===== src/rtl/lsu_pkg.sv =====
// Shared definitions for the MEM-stage load/store unit.
//   - RV32 load/store funct3 encodings
//   - memory write-size codes (mem_write) and read-size codes (mem_data)
//   - control state of the misaligned-access sequencer
//   - legality check for a funct3 on a load or a store
package lsu_pkg;

  localparam logic [2:0] F3_B  = 3'b000;
  localparam logic [2:0] F3_H  = 3'b001;
  localparam logic [2:0] F3_W  = 3'b010;
  localparam logic [2:0] F3_BU = 3'b100;
  localparam logic [2:0] F3_HU = 3'b101;

  localparam logic [1:0] WR_NONE = 2'b00;
  localparam logic [1:0] WR_BYTE = 2'b01;
  localparam logic [1:0] WR_HALF = 2'b10;
  localparam logic [1:0] WR_WORD = 2'b11;

  localparam logic [1:0] RD_BYTE = 2'b00;
  localparam logic [1:0] RD_HALF = 2'b01;
  localparam logic [1:0] RD_WORD = 2'b10;

  typedef enum logic {
    IDLE  = 1'b0,
    SPLIT = 1'b1
  } state_t;

  // Unsigned variants exist only for loads.
  function automatic logic f3_legal(input logic is_load, input logic [2:0] f3);
    if (is_load) return f3 inside {F3_B, F3_H, F3_W, F3_BU, F3_HU};
    else         return f3 inside {F3_B, F3_H, F3_W};
  endfunction

endpackage


===== src/rtl/load_extend.sv =====
// Load result extension.
//   raw         : raw value, meaningful bits in the low byte/half/word
//   size        : RD_BYTE / RD_HALF / RD_WORD
//   is_unsigned : 1 = zero-extend (LBU/LHU), 0 = sign-extend
//   result      : extended value
module load_extend
  import lsu_pkg::*;
#(
  parameter int XLEN = 32
) (
  input  logic [XLEN-1:0] raw,
  input  logic [1:0]      size,
  input  logic            is_unsigned,
  output logic [XLEN-1:0] result
);

  always_comb begin
    case (size)
      RD_BYTE: result = {{(XLEN-8){~is_unsigned & raw[7]}}, raw[7:0]};
      RD_HALF: result = {{(XLEN-16){~is_unsigned & raw[15]}}, raw[15:0]};
      default: result = raw;
    endcase
  end

endmodule


===== src/rtl/lsu_mem_initiator.sv =====
// MEM-stage load/store unit: initiator of the byte-addressed data memory.
// Aligned accesses pass straight through in one cycle. Misaligned half/word
// accesses take one accept cycle and then move one byte per cycle, holding
// the pipeline until the cycle that carries the last byte.
//   clk, reset                 : clock, synchronous active-high reset
//   req_valid/load/funct3/addr/wdata : request from the MEM stage
//   stall                      : hold IF..MEM this cycle
//   resp_valid, resp_rdata     : load result (combinational)
//   err                        : illegal funct3 on a request seen in IDLE
//   mem_address, mem_data_in, mem_write, mem_data : to memory
//   mem_data_out               : combinational read data from memory
module lsu_mem_initiator
  import lsu_pkg::*;
#(
  parameter int ADDR_W = 32,
  parameter int XLEN   = 32
) (
  input  logic              clk,
  input  logic              reset,
  input  logic              req_valid,
  input  logic              req_load,
  input  logic [2:0]        req_funct3,
  input  logic [ADDR_W-1:0] req_addr,
  input  logic [XLEN-1:0]   req_wdata,
  output logic              stall,
  output logic              resp_valid,
  output logic [XLEN-1:0]   resp_rdata,
  output logic              err,
  output logic [ADDR_W-1:0] mem_address,
  output logic [XLEN-1:0]   mem_data_in,
  output logic [1:0]        mem_write,
  output logic [1:0]        mem_data,
  input  logic [XLEN-1:0]   mem_data_out
);

  state_t            state;
  logic [1:0]        cnt;
  logic [1:0]        last_k;
  logic [ADDR_W-1:0] lat_addr;
  logic [XLEN-1:0]   lat_wdata;
  logic [2:0]        lat_f3;
  logic              lat_load;
  logic [XLEN-1:0]   buffer;

  // Request decode (funct3[1:0] equals the read-size code for legal values).
  logic [1:0] req_size;
  logic       legal;
  logic       aligned;
  logic       go_split;

  assign req_size = req_funct3[1:0];
  assign legal    = f3_legal(req_load, req_funct3);
  assign aligned  = (req_size == RD_BYTE) ||
                    (req_size == RD_HALF && !req_addr[0]) ||
                    (req_size == RD_WORD && req_addr[1:0] == 2'b00);
  assign go_split = (state == IDLE) && req_valid && legal && !aligned;

  // Split path: the byte arriving this cycle merged into the buffer.
  logic            split_last;
  logic [7:0]      wr_byte;
  logic [XLEN-1:0] assembled;

  assign split_last = (cnt == last_k);
  assign wr_byte    = lat_wdata[{cnt, 3'b000} +: 8];

  always_comb begin
    assembled = buffer;
    assembled[{cnt, 3'b000} +: 8] = mem_data_out[7:0];
  end

  // One extender shared by both paths; its inputs follow the state.
  logic [XLEN-1:0] ext_raw;
  logic [1:0]      ext_size;
  logic            ext_unsigned;
  logic [XLEN-1:0] ext_result;

  always_comb begin
    if (state == SPLIT) begin
      ext_raw      = assembled;
      ext_size     = lat_f3[1:0];
      ext_unsigned = lat_f3[2];
    end else begin
      ext_raw      = mem_data_out;
      ext_size     = req_size;
      ext_unsigned = req_funct3[2];
    end
  end

  load_extend #(.XLEN(XLEN)) u_load_extend (
    .raw         (ext_raw),
    .size        (ext_size),
    .is_unsigned (ext_unsigned),
    .result      (ext_result)
  );

  // NOTE: every output gets a default before any branch so the block stays
  // purely combinational; a path that skips an assignment would infer a latch.
  always_comb begin
    stall       = 1'b0;
    resp_valid  = 1'b0;
    resp_rdata  = '0;
    err         = 1'b0;
    mem_address = '0;
    mem_data_in = '0;
    mem_write   = WR_NONE;
    mem_data    = RD_BYTE;
    if (!reset) begin
      case (state)
        IDLE: begin
          if (req_valid) begin
            if (!legal) begin
              err = 1'b1;
            end else if (aligned) begin
              mem_address = req_addr;
              mem_data    = req_size;
              if (req_load) begin
                resp_valid = 1'b1;
                resp_rdata = ext_result;
              end else begin
                case (req_size)
                  RD_BYTE: begin
                    mem_write   = WR_BYTE;
                    mem_data_in = {(XLEN/8){req_wdata[7:0]}};
                  end
                  RD_HALF: begin
                    mem_write   = WR_HALF;
                    mem_data_in = {(XLEN/16){req_wdata[15:0]}};
                  end
                  default: begin
                    mem_write   = WR_WORD;
                    mem_data_in = req_wdata;
                  end
                endcase
              end
            end else begin
              stall = 1'b1;  // accept cycle of a misaligned access
            end
          end
        end
        SPLIT: begin
          // Plain 32-bit add; the memory wraps the address to its own depth.
          mem_address = lat_addr + ADDR_W'(cnt);
          mem_data    = RD_BYTE;
          stall       = !split_last;
          if (!lat_load) begin
            mem_write   = WR_BYTE;
            mem_data_in = {(XLEN/8){wr_byte}};
          end else if (split_last) begin
            resp_valid = 1'b1;
            resp_rdata = ext_result;
          end
        end
        default: ;
      endcase
    end
  end

  // NOTE: sequential state uses non-blocking assignments so every register
  // samples the pre-edge values, independent of statement order.
  always_ff @(posedge clk) begin
    if (reset) begin
      state  <= IDLE;
      cnt    <= '0;
      buffer <= '0;
    end else begin
      case (state)
        IDLE: begin
          if (go_split) begin
            state  <= SPLIT;
            cnt    <= '0;
            last_k <= (req_size == RD_HALF) ? 2'd1 : 2'd3;
          end
        end
        SPLIT: begin
          if (lat_load) buffer <= assembled;
          if (split_last) begin
            state <= IDLE;
            cnt   <= '0;
          end else begin
            cnt <= cnt + 2'd1;
          end
        end
        default: state <= IDLE;
      endcase
    end
  end

  // NOTE: the request latches carry no reset; they are only read in SPLIT,
  // which is always entered through the accept cycle that loads them.
  always_ff @(posedge clk) begin
    if (go_split && !reset) begin
      lat_addr  <= req_addr;
      lat_wdata <= req_wdata;
      lat_f3    <= req_funct3;
      lat_load  <= req_load;
    end
  end

endmodule


===== config.mk =====
export PLATFORM = sky130hd
export DESIGN_NAME = lsu_mem_initiator
export DESIGN_NICKNAME = d
export VERILOG_FILES = /design/src/rtl/lsu_pkg.sv /design/src/rtl/load_extend.sv /design/src/rtl/lsu_mem_initiator.sv
export SDC_FILE = /design/constraint.sdc
export NUM_CORES = 1
export LEC_CHECK = 0
export CAP_MARGIN = 20
export CORE_UTILIZATION = 30
export DETAILED_ROUTE_END_ITERATION = 10
export SYNTH_ARGS = -nofsm -noshare
export SYNTH_HDL_FRONTEND = slang
export SYNTH_SLANG_ARGS = --single-unit

===== constraint.sdc =====
create_clock -name clk -period 12.39 [get_ports clk]
set_input_delay 1.8585 -clock clk [delete_from_list [all_inputs] [get_ports clk]]
set_output_delay 1.8585 -clock clk [all_outputs]
set_load 0.02 [all_outputs]

# == After elaboration in Yosys (flattened, before gate mapping) ==
# Index checks and enable logic that the tools add are counted.
# op_classes
div_mod_pow,0
order_cmp,0
add_sub_neg,3
n_mux,64
bitwise_logic,5
multipliers,0
n_reduce_logical,20
shifts,3
n_eq_ne,9
# ops
cell,n
32-bit 2-to-1 mux,18
32-bit case mux with 2 select lines,5
32-bit by 2-bit adder with 32-bit output,1
32-bit bitwise mux,1
"8-bit by 7-bit variable shift with 32-bit output, first input constant",1
32-bit by 6-bit variable part select with 8-bit output,1
8-bit by 7-bit variable part select with 32-bit output,1
2-bit 2-to-1 mux,13
1-bit 2-to-1 mux,20
2-bit case mux with 2 select lines,4
5-bit negator with 7-bit output,1
"3-bit equality test, second input constant",2
1-bit logical AND,6
2-bit logical NOT,3
1-bit case mux with 2 select lines,3
5-bit nonzero test,1
"2-bit by 1-bit equality test with 1-bit output, second input constant",2
1-bit logical NOT,4
"3-bit by 1-bit equality test with 1-bit output, second input constant",1
"3-bit by 2-bit equality test with 1-bit output, second input constant",1
3-bit logical NOT,1
1-bit inverter,3
3-bit AND reduction,1
3-bit nonzero test,1
7 further kinds,9
# totals
elab_cells,112
latchBits,0
mem_bits_ro,0
ff_bits,105
inputBits,103
ramBits,0
out_inout_bits,103
mem_count,0

# == Longest topological paths before layout ==
# logic_depth
depth_word,12
depth_mapped,9

# == Cells and area by module ==
# A second synthesis with hierarchy kept.
# hier_totals
cells_unflattened,721
area_unflattened_um2,6721.4
# modules_own_cells
mod,seq_area_each_um2,cells_each,area_each_um2,instances
lsu_mem_initiator,2772.7,654,6366.1,1
load_extend,0.0,67,355.3,1

# == Worst setup path after synthesis ==
# OpenSTA, ideal clock, no wires.
# synth_timing
kind,input -> output
startpoint,input port req_funct3[0]
endpoint,output port stall
t_arrival_ps,6245
n_path_buf,2
setup_slack_ps,4286
path_stages,6
required_ps,10531
cell_sequence,clkbuf_2 > o21ai_0 > and4_1 > clkbuf_1 > nor2b_1 > a21o_1
# synth_between
elab_chain_cells,9
# synth_lines
item,line,text
from (decl),lsu_mem_initiator.sv:22,"input logic [2:0] req_funct3,"
2-bit by 1-bit equality test with 1-bit output,lsu_mem_initiator.sv:54,(req_size == RD_HALF && !req_addr[0]) ||
1-bit logical AND,lsu_mem_initiator.sv:54,
1-bit logical OR,lsu_mem_initiator.sv:53,assign aligned = (req_size == RD_BYTE) ||
1-bit logical OR,lsu_mem_initiator.sv:54,
1-bit 2-to-1 mux,lsu_mem_initiator.sv:113,end else if (aligned) begin
1-bit 2-to-1 mux *,lsu_mem_initiator.sv:111,if (!legal) begin
1-bit 2-to-1 mux *,lsu_mem_initiator.sv:110,if (req_valid) begin
1-bit case mux with 2 select lines *,lsu_mem_initiator.sv:108,case (state)
1-bit 2-to-1 mux *,lsu_mem_initiator.sv:107,if (!reset) begin
to (decl),lsu_mem_initiator.sv:25,"output logic stall,"
# Every way passes the cells marked *; elsewhere a longest branch is shown, timed or not.

# == Worst setup path after layout ==
# layout_timing
startpoint,input port req_funct3[0]
endpoint,output port mem_write[1]
# layout_between
elab_chain_cells,9
# layout_lines
item,line,text
branches (longest 5 deep; another with 2-bit by 1-bit equality test with 1-bit output),-,
2-bit 2-to-1 mux *,lsu_mem_initiator.sv:111,
2-bit 2-to-1 mux *,lsu_mem_initiator.sv:110,
2-bit case mux with 2 select lines *,lsu_mem_initiator.sv:108,
2-bit 2-to-1 mux *,lsu_mem_initiator.sv:107,
to (decl),lsu_mem_initiator.sv:31,"output logic [1:0] mem_write,"
# Mark *: on every way between the ends.

==> impl_metrics.csv <==
group,metric,value,unit
clocking,cts.clk_slew.worst_paths,80,ps
power,power-per-cell-area,93.1,mW/mm²
setup_path,cp_data_required_time,10530,ps
setup_path,cpPeakStageDelay,860,ps
synth,ys_top_cells_by_area,"edfxtp_1, dfxtp_1, a22o_1",
die,dieArea,0.0228,mm²
synth,avgSynthCellArea,9.70,µm²
layout,diodes,0,
layout,layout_common_cells,"clkdlybuf4s50_1, edfxtp_1, nor2_1",
synth,synth_edf_count,69,
synth,synth_flop_cell,"edfxtp_1",
sta,fmax,0.133,GHz
synth,yosys.area.top_type,"edfxtp_1",
synth,synthArstFlopShare,0,
drt,wl_per_cell,19.3,µm
placement,port_buffers,205,
die,core_area,0.0218,mm²
drt,first_iter_violations,405,
global_routing,grtUsageTotal,0.195,
drt,antenna_left,0,
layout,final_layout_size_suffix_gt1_frac,0.0709,
setup_path,crit_chain,"clkdlybuf4s50_1, o21ai_0, and4_1, and2_1, nor3b_1, clkdlybuf4s50_1",
sta,slew_headroom,0.192,
hold_path,holdCritPathClass,"flop to flop",
sta,min_period,7530,ps
sta,finalClockSkew,6.85,ps
sta,rsz0062_at_grt,"no",
clocking,root_buffer,"clkbuf_16",
setup_path,critPathMaxFanout,25,
global_routing,grt_max_degree,75,
drt,drc,0,
synth,syn_inst,686,
setup_path,crit_type,"input port to output port",
drt,vias_per_cell,5.58,
drt,num_vias,6363,
sta,tightest_slew,1210,ps
synth,syn-cell-area,0.00665,mm²
synth,synth_fp_nets,796,
clocking,clock_sinks,104,
sta,slew_violations,0,
setup_path,cpMaxStageDelayCell,"and2_1",
global_routing,grt_pass1_wl,34400,µm
synth,synthDistinctLibCells,64,
clocking,cts_tree,"done",
flow_run,drv_cap,0,
placement,gp_congestion,0.786,
synth,synth_seq_cells,104,
die,fp-row-count,54,
setup_path,path_buf_inv,2,
die,die_h,151,µm
sta,tns,0,ps
layout,final_common_cell,"clkdlybuf4s50_1",
synth,seq_area_frac_synth,0.417,
setup_path,endpoint_kind,"output port",
placement,dp_hpwl,15200,µm
drt,wl,21900,µm
layout,final_nets,965,
sta,fin_hold_ws,480,ps
global_routing,overflow,0,
setup_path,worstPathArrival,5670,ps
power,power.leakage,3.14,nW
clocking,post_cts_buffers,0,
die,start_util,0.306,
clocking,cts_resized,0,
die,dieWidth,151,µm
clocking,cts_hold_buf,0,
global_routing,grt_pass1_vias,6120,
synth,synth_top_area_frac,0.312,
sta,hold_viol,0,
setup_path,cpMostUsedCell,"clkdlybuf4s50_1",
status,status,"finished clean",
sta,setup-violations-final,0,
clocking,cts_buffers,9,
power,ir_drop,0.0728,mV
setup_path,path_delay_family,"simple AND/OR/NAND/NOR gates",
drt,first_pass_iters,5,
clocking,clk_latency,350,ps
synth,yosys_warnings,0,
global_routing,antenna_found_initial,0,
die,io_pins,206,
sta,post-route-period-util,0.608,
layout,area_delta_synth_final,38.8,%
setup_path,critPathLaunchType,"input port",
clocking,ctsHtreeMaxLevel,3,
clocking,cts_buffer_depth,2,
## worst paths after layout
kind	to	from	depth (start not counted)	slack [ps]
worst max-delay path	mem_write[1]	req_funct3[0]	6	4860
worst min-delay path	buffer[29]	buffer[29]	1	480
worst max register to register	buffer[31]	cnt[1]	5	9470
worst min register to register	buffer[29]	buffer[29]	1	480
## state kept, by name, summed over array words and instances, names as in the netlist
signal	cells
lat_f3	3
lat_load	1
lat_addr	32
buffer	32
last_k	1
lat_wdata	32
cnt	2
state	1
## Yosys cell counts (9+ instances only)
cell and instances:
a211o_1 11, a211oi_1 20, a21oi_1 26, a221o_1 10, a22o_1 39, a22oi_1 11, and2_1 10, and3_1 9
buf_2 10, clkbuf_1 37, dfxtp_1 35, edfxtp_1 69, mux2i_1 18, nand2_1 35, nand3_1 25, nand4_1 12
nor2_1 68, nor2b_1 12, nor3_1 33, nor3b_1 11, nor4_1 15, o21a_1 24, o21ai_0 10, xnor2_1 10
## report_power, final
part | leakage (nW) | switching, mW | internal (mW) | total (mW)
clock network | 0.155 | 0.141 | 0.162 | 0.302
logic | 2.08 | 0.0933 | 0.0810 | 0.174
registers | 0.909 | 0.00485 | 0.378 | 0.383
## cell families after synthesis
family          share of synthesized area
simple gates                        0.210
compound gates                      0.239
flops                               0.417
buf+inv                            0.0410
mux                                0.0609
xor+xnor                           0.0171
fa+ha+maj                          0.0143
## final cells by class
class / instances / area (µm²)
flip-flops and latches: 104 / 2770
repair buffers: 216 / 2130
fillers: 2116 / 12500
clock buffers: 9 / 225
well taps: 280 / 350
inverters: 8 / 30.0
multi-input cells: 516 / 3630
clock inverters: 7 / 88.8
## routing by layer
layer	routed length, µm	share of wire	vias up	GRT usage
li1	-	-	3035	-
met1	9820	0.45	3096	0.265
met2	10300	0.47	213	0.311
met3	1460	0.067	19	0.0398
met4	329	0.015	0	0.0540
met5	0	0	-	0
## metrics by stage
step	setup slack, ps	instances	area, µm²	utilization	total power, mW
6_report	4860	1140	9230	0.424	0.859
5_1_grt	4550	1140	9230	0.424	0.895
4_1_cts	4840	1140	9230	0.424	0.869
3_5_place_dp	4840	1124	8920	0.410	0.565
3_3_place_gp	4980	1124	8920	0.410	0.565
2_1_floorplan	4290	686	6650	-	0.480
No activity file was read; power rests on OpenSTA's default activity.
